File: src/rtl/cpu_types_pkg.sv
// Shared CPU type definitions: instruction-cache geometry, FSM state and frame layout.
package cpu_types_pkg;

   // Default number of direct-mapped frames in the instruction cache.
   localparam int unsigned ICACHE_SETS     = 16;

   // Widest tag any legal geometry needs (SETS >= 2 leaves at most 29 tag bits);
   // narrower geometries zero-extend into this field.
   localparam int unsigned ICACHE_TAG_MAXW = 29;

   typedef enum logic {
      IDLE = 1'b0,
      FILL = 1'b1
   } icache_state_t;

   typedef struct packed {
      logic                       valid;
      logic [ICACHE_TAG_MAXW-1:0] tag;
      logic [31:0]                data;
   } icache_frame_t;

endpackage

File: src/rtl/icache_dm.sv
// Direct-mapped, one-word-per-frame read-only instruction cache.
// Hits return in the same cycle; misses fill one word through iREN/iaddr/iwait/iload.
// Optional hit/fill statistics counters are built when ICACHE_STATS_EN is defined.
module icache_dm
   import cpu_types_pkg::*;
#(
   parameter int unsigned SETS = ICACHE_SETS
) (
   input  logic        CLK,
   input  logic        nRST,
   input  logic        imemREN,
   input  logic [31:0] imemaddr,
   output logic        ihit,
   output logic [31:0] imemload,
   output logic        iREN,
   output logic [31:0] iaddr,
   input  logic        iwait,
   input  logic [31:0] iload
`ifdef ICACHE_STATS_EN
   ,
   output logic [31:0] hit_cnt,
   output logic [31:0] miss_cnt
`endif
);

   localparam int unsigned IDXW = $clog2(SETS);
   localparam int unsigned TAGW = 30 - IDXW;

   icache_state_t              state;
   logic [29:0]                fill_addr;
   icache_frame_t              frames [SETS];

   logic [IDXW-1:0]            lk_idx;
   logic [TAGW-1:0]            lk_tag;
   logic [ICACHE_TAG_MAXW-1:0] lk_tag_ext;
   icache_frame_t              lk_frame;
   logic                       hit;
   logic                       miss_start;
   logic                       fill_done;

   logic [IDXW-1:0]            wr_idx;
   logic [ICACHE_TAG_MAXW-1:0] wr_tag_ext;

   // Byte offset within the word plays no part in lookup.
   logic                       unused_addr_bits;
   assign unused_addr_bits = ^imemaddr[1:0];

   assign lk_idx     = imemaddr[IDXW+1:2];
   assign lk_tag     = imemaddr[31:IDXW+2];
   assign lk_tag_ext = ICACHE_TAG_MAXW'(lk_tag);
   assign lk_frame   = frames[lk_idx];

   // Write index and tag come from the registered fill address, not the live request.
   assign wr_idx     = fill_addr[IDXW-1:0];
   assign wr_tag_ext = ICACHE_TAG_MAXW'(fill_addr[29:IDXW]);

   // Same-cycle lookup and memory-side request decode.
   always_comb begin
      hit        = 1'b0;
      miss_start = 1'b0;
      fill_done  = 1'b0;
      if (state == IDLE) begin
         hit        = imemREN && lk_frame.valid && (lk_frame.tag == lk_tag_ext);
         miss_start = imemREN && !hit;
      end else begin
         fill_done  = !iwait;
      end
      ihit     = hit;
      imemload = hit ? lk_frame.data : '0;
      iREN     = (state == FILL);
      iaddr    = {fill_addr, 2'b00};
   end

   // Miss FSM: latch the missing word address, wait on memory, return to lookup.
   always_ff @(posedge CLK or negedge nRST) begin
      if (!nRST) begin
         state     <= IDLE;
         fill_addr <= '0;
      end else begin
         case (state)
            IDLE: begin
               if (miss_start) begin
                  fill_addr <= imemaddr[31:2];
                  state     <= FILL;
               end
            end
            FILL: begin
               if (!iwait) state <= IDLE;
            end
            default: state <= IDLE;
         endcase
      end
   end

   // Frame storage: only valid bits are reset; tag/data are written on fill completion.
   always_ff @(posedge CLK or negedge nRST) begin
      if (!nRST) begin
         for (int unsigned i = 0; i < SETS; i++) frames[i].valid <= 1'b0;
      end else if (fill_done) begin
         frames[wr_idx] <= '{valid: 1'b1, tag: wr_tag_ext, data: iload};
      end
   end

`ifdef ICACHE_STATS_EN
   // Saturating hit and fill-start counters.
   always_ff @(posedge CLK or negedge nRST) begin
      if (!nRST) begin
         hit_cnt  <= '0;
         miss_cnt <= '0;
      end else begin
         if (hit && (hit_cnt != '1))         hit_cnt  <= hit_cnt + 32'd1;
         if (miss_start && (miss_cnt != '1)) miss_cnt <= miss_cnt + 32'd1;
      end
   end
`endif

endmodule

File: config.mk
export PLATFORM = sky130hd
export DESIGN_NAME = icache_dm
export DESIGN_NICKNAME = d
export VERILOG_FILES = /design/src/rtl/cpu_types_pkg.sv /design/src/rtl/icache_dm.sv
export SDC_FILE = /design/constraint.sdc
export NUM_CORES = 1
export LEC_CHECK = 0
export CORE_ASPECT_RATIO = 1.2
export CORE_MARGIN = 10
export CORE_UTILIZATION = 35
export DETAILED_ROUTE_END_ITERATION = 8
export PLACE_DENSITY_LB_ADDON = 0.05
export SLEW_MARGIN = 20
export SYNTH_ARGS = -nofsm -noshare
export SYNTH_HDL_FRONTEND = slang
export SYNTH_SLANG_ARGS = --single-unit
File: constraint.sdc
create_clock -name CLK -period 8.3 [get_ports CLK]
set_input_delay 1.245 -clock CLK [delete_from_list [all_inputs] [get_ports CLK]]
set_output_delay 1.245 -clock CLK [all_outputs]
set_load 0.02 [all_outputs]
# After elaboration in Yosys (flattened, before gate mapping)
# Cells that the tools add are included.
[word_totals]
output_inout_bits = 66
ff_bits = 1023
[op_classes]
magnitude_cmp = 3
n_reduce_logical = 8
mux = 13
n_eq_ne = 1
bitwise_logic = 3
[op_table]
columns = ["op", "count"]
rows = [
  ["bitwise mux 992 bit", 1],
  ["binary-select mux 62 bit (select 4 bit)", 1],
  ["demux 62 bit (select 4 bit)", 1],
  ["two-way mux 62 bit", 3],
  ["two-way mux 32 bit", 1],
  ["== test 29 x 26 -> 1 bit", 1],
  ["greater-or-equal comparator 5 bit, second input constant", 2],
  ["NOT 4 -> 5 bit", 2],
  ["less-than comparator 5 x 1 -> 1 bit, second input constant", 1],
  ["two-way mux 1 bit", 5],
  ["logical AND 1 bit", 4],
  ["AND reduction 2 bit", 2],
  ["logical NOT 1 bit", 2],
  ["case mux 1 bit (2 select lines)", 1],
  ["NOT 1 bit", 1],
]

# Logic depth before layout (Yosys ltp)
# Gate-level depths: netlist (run 1).
[logic_depth]
word_depth = 11
mapped_depth = 14
ltp_nobuf = 8

# Least setup slack after synthesis (run 1)
# No wires, ideal clock.
[synth_timing]
path_type = "in2out"
start = "in imemaddr[2]"
end = "out imemload[22]"
stages = 10
arrival_time_ns = 3.974
path_slack_ns = 3.081
n_path_buf = 7
path_cell_list = "buf_6 buf_6 buf_2 buf_4 buf_2 buf_2 buf_2 mux4_2 mux4_2 nor2b_1"
[synth_between]
elab_chain_cells = 8
[synth_lines]
columns = ["item", "line", "text"]
rows = [
  ["start, declared", "icache_dm.sv:12", "input logic [31:0] imemaddr,"],
  ["NOT 4 -> 5 bit (implied by the code) (*)", "icache_dm.sv:51", "assign lk_frame = frames[lk_idx];"],
  ["binary-select mux 62 bit (select 4 bit) (*)", "icache_dm.sv:51", ""],
  ["two-way mux 62 bit (implied by the code) (*) (2 in series)", "icache_dm.sv:51", ""],
  ["== test 29 x 26 -> 1 bit / logical AND 1 bit (equally long branches)", "icache_dm.sv:63", "hit = imemREN && lk_frame.valid && (lk_frame.tag == lk_tag_ext);"],
  ["logical AND 1 bit", "icache_dm.sv:63", ""],
  ["two-way mux 1 bit", "icache_dm.sv:62", "if (state == IDLE) begin"],
  ["two-way mux 32 bit (*)", "icache_dm.sv:69", "imemload = hit ? lk_frame.data : '0;"],
  ["end, declared", "icache_dm.sv:14", "output logic [31:0] imemload,"],
]
# Mark *: on every way between the ends. The rest lies on a longest branch, timed or not. The select of a mux whose other input is x is not followed.

# Worst setup path in the final report (run 1)
[layout_timing]
start = "in imemaddr[3]"
end = "out imemload[31]"
# Same word-level chain as after synthesis.

==> results of run 1 <==
[critical path, cell delays in order]
cell,delay [ns]
buf_6,0.46
buf_4,0.40
and2_1,0.56
a221oi_1,0.22
o21ai_0,0.55
or3b_2,0.52
o2111ai_1,0.12
nor4_1,0.08
nand4_1,0.09
buf_4,0.50
nor2b_1,0.22
clkdlybuf4s50_1,0.60
[worst paths after layout]
path                              from       endpoint  slack, ns
max                        imemaddr[3]   imemload[31]       1.34
min                        frames[743]    frames[743]       0.45
max reg2reg                       iREN      frames[4]       4.71
min reg2reg                frames[743]    frames[743]       0.45
max in group asynchronous         nRST  fill_addr[26]       6.79
min in group asynchronous         nRST  fill_addr[22]       0.52
[logic make-up (layout without fill, tap and decap cells)]
family / Yosys count / count (layout) / share of synthesized area [%]
compound gates: 121 / 121 / 2.43
other cells: 1 / 4 / 0.00977
mux: 362 / 362 / 17.5
xor+xnor: 26 / 26 / 0.593
flops: 975 / 975 / 75.6
buf+inv: 100 / 381 / 1.33
simple gates: 182 / 182 / 2.55
[cell type report]
| class | count | area share (%) |
|---|---|---|
| Inverter | 10 | 0.0895 |
| Clock inverter | 54 | 0.819 |
| Multi-Input combinational cell | 693 | 20.1 |
| Clock buffer | 134 | 6.20 |
| Antenna cell | 2 | 0.0112 |
| Tap cell | 1417 | 3.96 |
| Timing Repair Buffer | 183 | 3.94 |
| Sequential cell | 975 | 64.9 |
[registers in the layout, indices dropped and copies added, names as in the netlist]
register and count:
frames 944, iREN 1, fill_addr 30
[routing by layer]
layer	share of wire [%]	track usage, %	vias up
met3	4.1	2.68	152
met5	0.051	0	-
met1	43	22.5	10202
met2	50	29.2	380
li1	-	-	7826
met4	2.4	4.99	8
[power by group]
group	switching, mW	internal [mW]
clock	1.86	2.46
sequential	0.194	5.64
combinational	0.453	0.363
total	2.51	8.47
[metrics by stage]
stage / hold WS, ns / instance area, sq um
floorplan: 0.423 / 38400
global placement: 0.442 / 41600
detailed placement: 0.443 / 41600
CTS: 0.456 / 44700
global route: 0.466 / 44700
finish: 0.453 / 44700
[cells in the final DEF, fill, tap and decap left out, types with 21 or more instances in the layout]
cell,synthesis,final
nand2_1,31,31
edfxtp_1,928,928
clkbuf_1,27,24
clkbuf_16,0,104
clkdlybuf4s50_1,0,124
buf_4,8,50
nor2b_1,41,41
nor2_1,37,21
mux2i_1,88,88
clkinv_1,3,27
dfrtp_1,47,47
mux2_4,29,29
mux4_2,228,228
==> flow_summary.json, run 1 <==
{
  "outcome": "completed",
  "yosysSeqAreaShare_pct": 75.6,
  "insertion_delay_ns": 0.67,
  "grt_pass1_vias": 20252,
  "routed_via_density": 5.35,
  "syn_inst": 1767,
  "numCtsBuffers": 102,
  "fin_crit_ns": 6.96,
  "io_pins": 134,
  "grt_antenna_before_repair": 7,
  "start_kind": "primary input",
  "fin_nets": 2033,
  "rsz0062_at_grt": "false",
  "power_per_cell_area_nw_per_um2": 245,
  "dpl.hpwl_mm": 58.7,
  "clk_pin_slew_ns": 0.06,
  "synth_seq_cells": 975,
  "fin_total_pwr_mw": 11.0,
  "route.detailed.drc": 0,
  "syn_area_sq_um": 38400,
  "drtIter0Drc": 1393,
  "dieArea_sq_um": 123000,
  "async_flop_share_pct": 4.82,
  "grt_first_pass_wirelength_mm": 152,
  "synth_most_common_cell": "edfxtp_1",
  "root_buffer": "clkbuf_16",
  "cts_setup_buffers": 0,
  "syn_area_per_cell_sq_um": 21.7,
  "arrival_ns": 5.71,
  "regArea_sq_um": 29000,
  "fin_tns_setup_ns": 0,
  "drtPass1Iterations": 5,
  "die_w_microns": 322,
  "ys_top_cells_by_count": "edfxtp_1, mux4_2, mux2i_1",
  "reg2reg_depth": 5,
  "synth_area_leaders": "edfxtp_1, mux4_2, dfrtp_1",
  "num_vias": 18568,
  "final_util_pct": 40.9,
  "grt_max_degree": 71,
  "synth_edf_count": 928,
  "dp_slack_ns": 1.28,
  "portBuffers": 129,
  "skew_ns": 0.0136,
  "final_hold_viol_count": 0,
  "drv_cap": 0,
  "ctsHoldBuffers": 0,
  "fmax_ghz": 0.144,
  "cts-resized-gates": 0,
  "routed_wl_mm": 106,
  "path_class": "in2out",
  "yosys_warnings": 0,
  "slew-limit-headroom_pct": 31.6,
  "fin_ws_ns": 1.34,
  "multi_input_area_sq_um": 8980,
  "grt_overflow": 0,
  "start_util_pct": 35.1,
  "min_period_over_period_pct": 83.8,
  "path_max_fanout": 41,
  "hold-path-cell-count": 1,
  "leakagePower_nw": 14.3,
  "nFillCells": 9602,
  "finalSetupViolCount": 0,
  "synth.distinct_cells": 73,
  "detail-route-antenna-nets": 0,
  "yosys.area.top_type": "edfxtp_1",
  "ir_drop_v": 0.000142,
  "routedWlPerCell_microns": 30.4,
  "tightest_slew_ns": 1.03,
  "gp_congestion": 0.818,
  "required_ns": 7.05,
  "grtUsageTotal_pct": 17.1,
  "hp-class": "reg2reg",
  "die_h_microns": 383,
  "synth_top_area_share_pct": 72.6,
  "htree_levels": 3,
  "post-place-cells": 3278,
  "drive_above_1_share_pct": 24.0,
  "cts_tree": "built",
  "finalNonFillerCells": 3468,
  "core_sq_um": 109000,
  "syn_to_final_growth_pct": 16.5,
  "clockBufferDepth": 3,
  "clock_sinks": 975,
  "synth_flop_cell": "edfxtp_1",
  "cp-end-kind": "output pin",
  "rows": 133,
  "finalMaxSlewViolations": 0
}
No activity file was read; power rests on OpenSTA's default activity.
==> inputs of run 2 (changes only) <==
==> constraint.sdc (replaced) <==
create_clock -name CLK -period 6.8 [get_ports CLK]
set_input_delay 1.02 -clock CLK [delete_from_list [all_inputs] [get_ports CLK]]
set_output_delay 1.02 -clock CLK [all_outputs]
set_load 0.02 [all_outputs]
==> run 2 against run 1 <==
  * Sequential power rose by 22%
  * Count of clock-buffer cells in the layout fell by 3
  * First-iteration DRC count rose by 14%
  * Largest cell class unchanged
  * Die area did not move
  * Sequential share of layout area fell by 0.63 points
  * Clock skew rose by 0.014 ns
  * Setup slack got worse by 0.70 ns
  * Via count barely moved
  * Critical endpoint unchanged
  * Critical path type unchanged
  * Utilization rose by 0.40 points
  * Combinational power rose by 24%
  * Non-clock buffer count rose by 11
  * Final area rose by 0.98%
==> flow_summary.json, run 2 (synthesis gave the netlist of run 1 again) <==
{
  "drtIter0Drc": 1587,
  "outcome": "completed",
  "path_max_fanout": 57,
  "diodes": 0,
  "slew-limit-headroom_pct": 28.6,
  "drtPass1Iterations": 5,
  "hp-class": "in2async",
  "path_cells": "buf_8, buf_12, mux4_2, mux2i_1, o22ai_1, a2111oi_0, buf_4, o221ai_1, nor4_1, nand4_1, buf_12, nor2b_1, buf_4, clkdlybuf4s50_1",
  "clock_sinks": 975,
  "ir_drop_v": 0.000163,
  "grt_first_pass_wirelength_mm": 150,
  "clk_pin_slew_ns": 0.06,
  "htree_levels": 3,
  "grt_max_degree": 89,
  "required_ns": 5.78,
  "tightest_slew_ns": 1.07,
  "regMostFlops": "frames",
  "power_per_cell_area_nw_per_um2": 304,
  "crit_path_top_delay_cell": "clkdlybuf4s50_1",
  "gp_congestion": 0.796,
  "core_sq_um": 109000,
  "fmax_ghz": 0.162,
  "finalMaxSlewViolations": 0,
  "fin_ws_ns": 0.643,
  "io_pins": 134,
  "detail-route-antenna-nets": 0,
  "ctsHoldBuffers": 0,
  "grtUsageTotal_pct": 17.1,
  "insertion_delay_ns": 0.69,
  "dpl.hpwl_mm": 58.3,
  "start_util_pct": 35.1,
  "syn_to_final_growth_pct": 17.7,
  "grt_pass1_vias": 20294,
  "final_hold_viol_count": 0,
  "dp_slack_ns": 0.522,
  "cts-resized-gates": 0,
  "cp_top_family": "buffers and inverters",
  "routed_via_density": 5.33,
  "route.detailed.drc": 0,
  "final_common_cell": "edfxtp_1",
  "clockBufferDepth": 3,
  "routed_wl_mm": 105,
  "drv_cap": 0,
  "fin_nets": 2047,
  "slowest_delay_ns": 0.61,
  "grt_overflow": 0,
  "numCtsBuffers": 105,
  "dieArea_sq_um": 123000,
  "die_w_microns": 322,
  "largest_register_ff_count": 944,
  "cts_setup_buffers": 0,
  "mostFrequentLayoutCells": "edfxtp_1, mux4_2, clkdlybuf4s50_1",
  "root_buffer": "clkbuf_16",
  "finalSetupViolCount": 0,
  "portBuffers": 129,
  "cp-end-kind": "output pin",
  "min_period_over_period_pct": 90.5,
  "fin_crit_ns": 6.16,
  "routedWlPerCell_microns": 30.2,
  "hold-worst-slack_ns": 0.349,
  "path_class": "in2out",
  "start_kind": "primary input",
  "skew_ns": 0.0275,
  "cts_tree": "built",
  "grt_antenna_before_repair": 5,
  "die_h_microns": 383,
  "fin_tns_setup_ns": 0,
  "critPathBufInv": 6,
  "num_vias": 18564,
  "rows": 133,
  "rsz0062_at_grt": "false",
  "arrival_ns": 5.14,
  "drive_above_1_share_pct": 24.5,
  "leakagePower_nw": 14.5
}
run 2: cell count changes in the layout (fill, tap and decap cells not counted), sizes merged:
cell      before  now
buf           59   70
diode          2    0
inv           11   10
clkinvlp       2    1
clkinv        47   51
bufinv         4   10
clkbuf       134  131
run 2: final cells by class:
class                           instances  area, sq um
Clock inverter                         62          587
Fill cell                            9631        64100
Timing Repair Buffer                  194         1970
Clock buffer                          131         2790
Multi-Input combinational cell        693         8980
Sequential cell                       975        29000
Tap cell                             1417         1770
Inverter                               10         40.0
run 2: metrics by stage:
stage	total power [mW]	cells	area, sq um	util [%]
final	13.7	3482	45200	41.3
after global routing	14.2	3482	45200	41.3
after CTS	13.9	3482	45200	41.3
after detailed placement	8.28	3289	41800	38.2
after global placement	8.25	3289	41800	38.2
after floorplan	7.74	1768	38400	-
run 2: path summary, 6_finish.rpt:
path | startpoint | end | slack (ns) | cells past startpoint
max | imemaddr[2] | imemload[31] | 0.64 | 14
min | nRST | frames[123] | 0.35 | 1
max reg2reg | frames[360] | fill_addr[12] | 2.89 | 9
min reg2reg | frames[495] | frames[495] | 0.46 | 1
max in group asynchronous | nRST | fill_addr[2] | 5.46 | 2
min in group CLK | frames[495] | frames[495] | 0.46 | 1
run 2: report_power, final:
group          switching, mW  total [mW]  leakage (nW)  internal, mW
clock network           2.33        5.60          1.65          3.28
logic                  0.556        1.01          3.93         0.455
registers              0.236        7.12          8.90          6.88
run 2: metal layers:
layer | part of all wire (%) | global-route usage, %
met3 | 4.1 | 2.78
met5 | 0.055 | 0
met4 | 2.6 | 5.33
met2 | 50 | 28.8
met1 | 43 | 22.4
run 2: worst register-to-register path: stages, from the launching register on:
cell,delay (ns)
edfxtp_1,0.37
mux4_1,0.54
and4_1,0.22
a2111oi_0,0.69
nand3_1,0.27
nand4_1,0.14
nor3_1,0.09
a41oi_4,0.77
buf_4,0.38
mux2_4,0.34
==> inputs of run 3 (changes only) <==
--- a/config.mk
+++ b/config.mk
@@ -5,6 +5,7 @@
 export SDC_FILE = /design/constraint.sdc
 export NUM_CORES = 1
 export LEC_CHECK = 0
+export ABC_CLOCK_PERIOD_IN_PS = 6800
 export CORE_ASPECT_RATIO = 1.2
 export CORE_MARGIN = 10
 export CORE_UTILIZATION = 35
==> results of run 3 <==
Same layout as run 2: the final DEF is identical, and so are final timing and power.
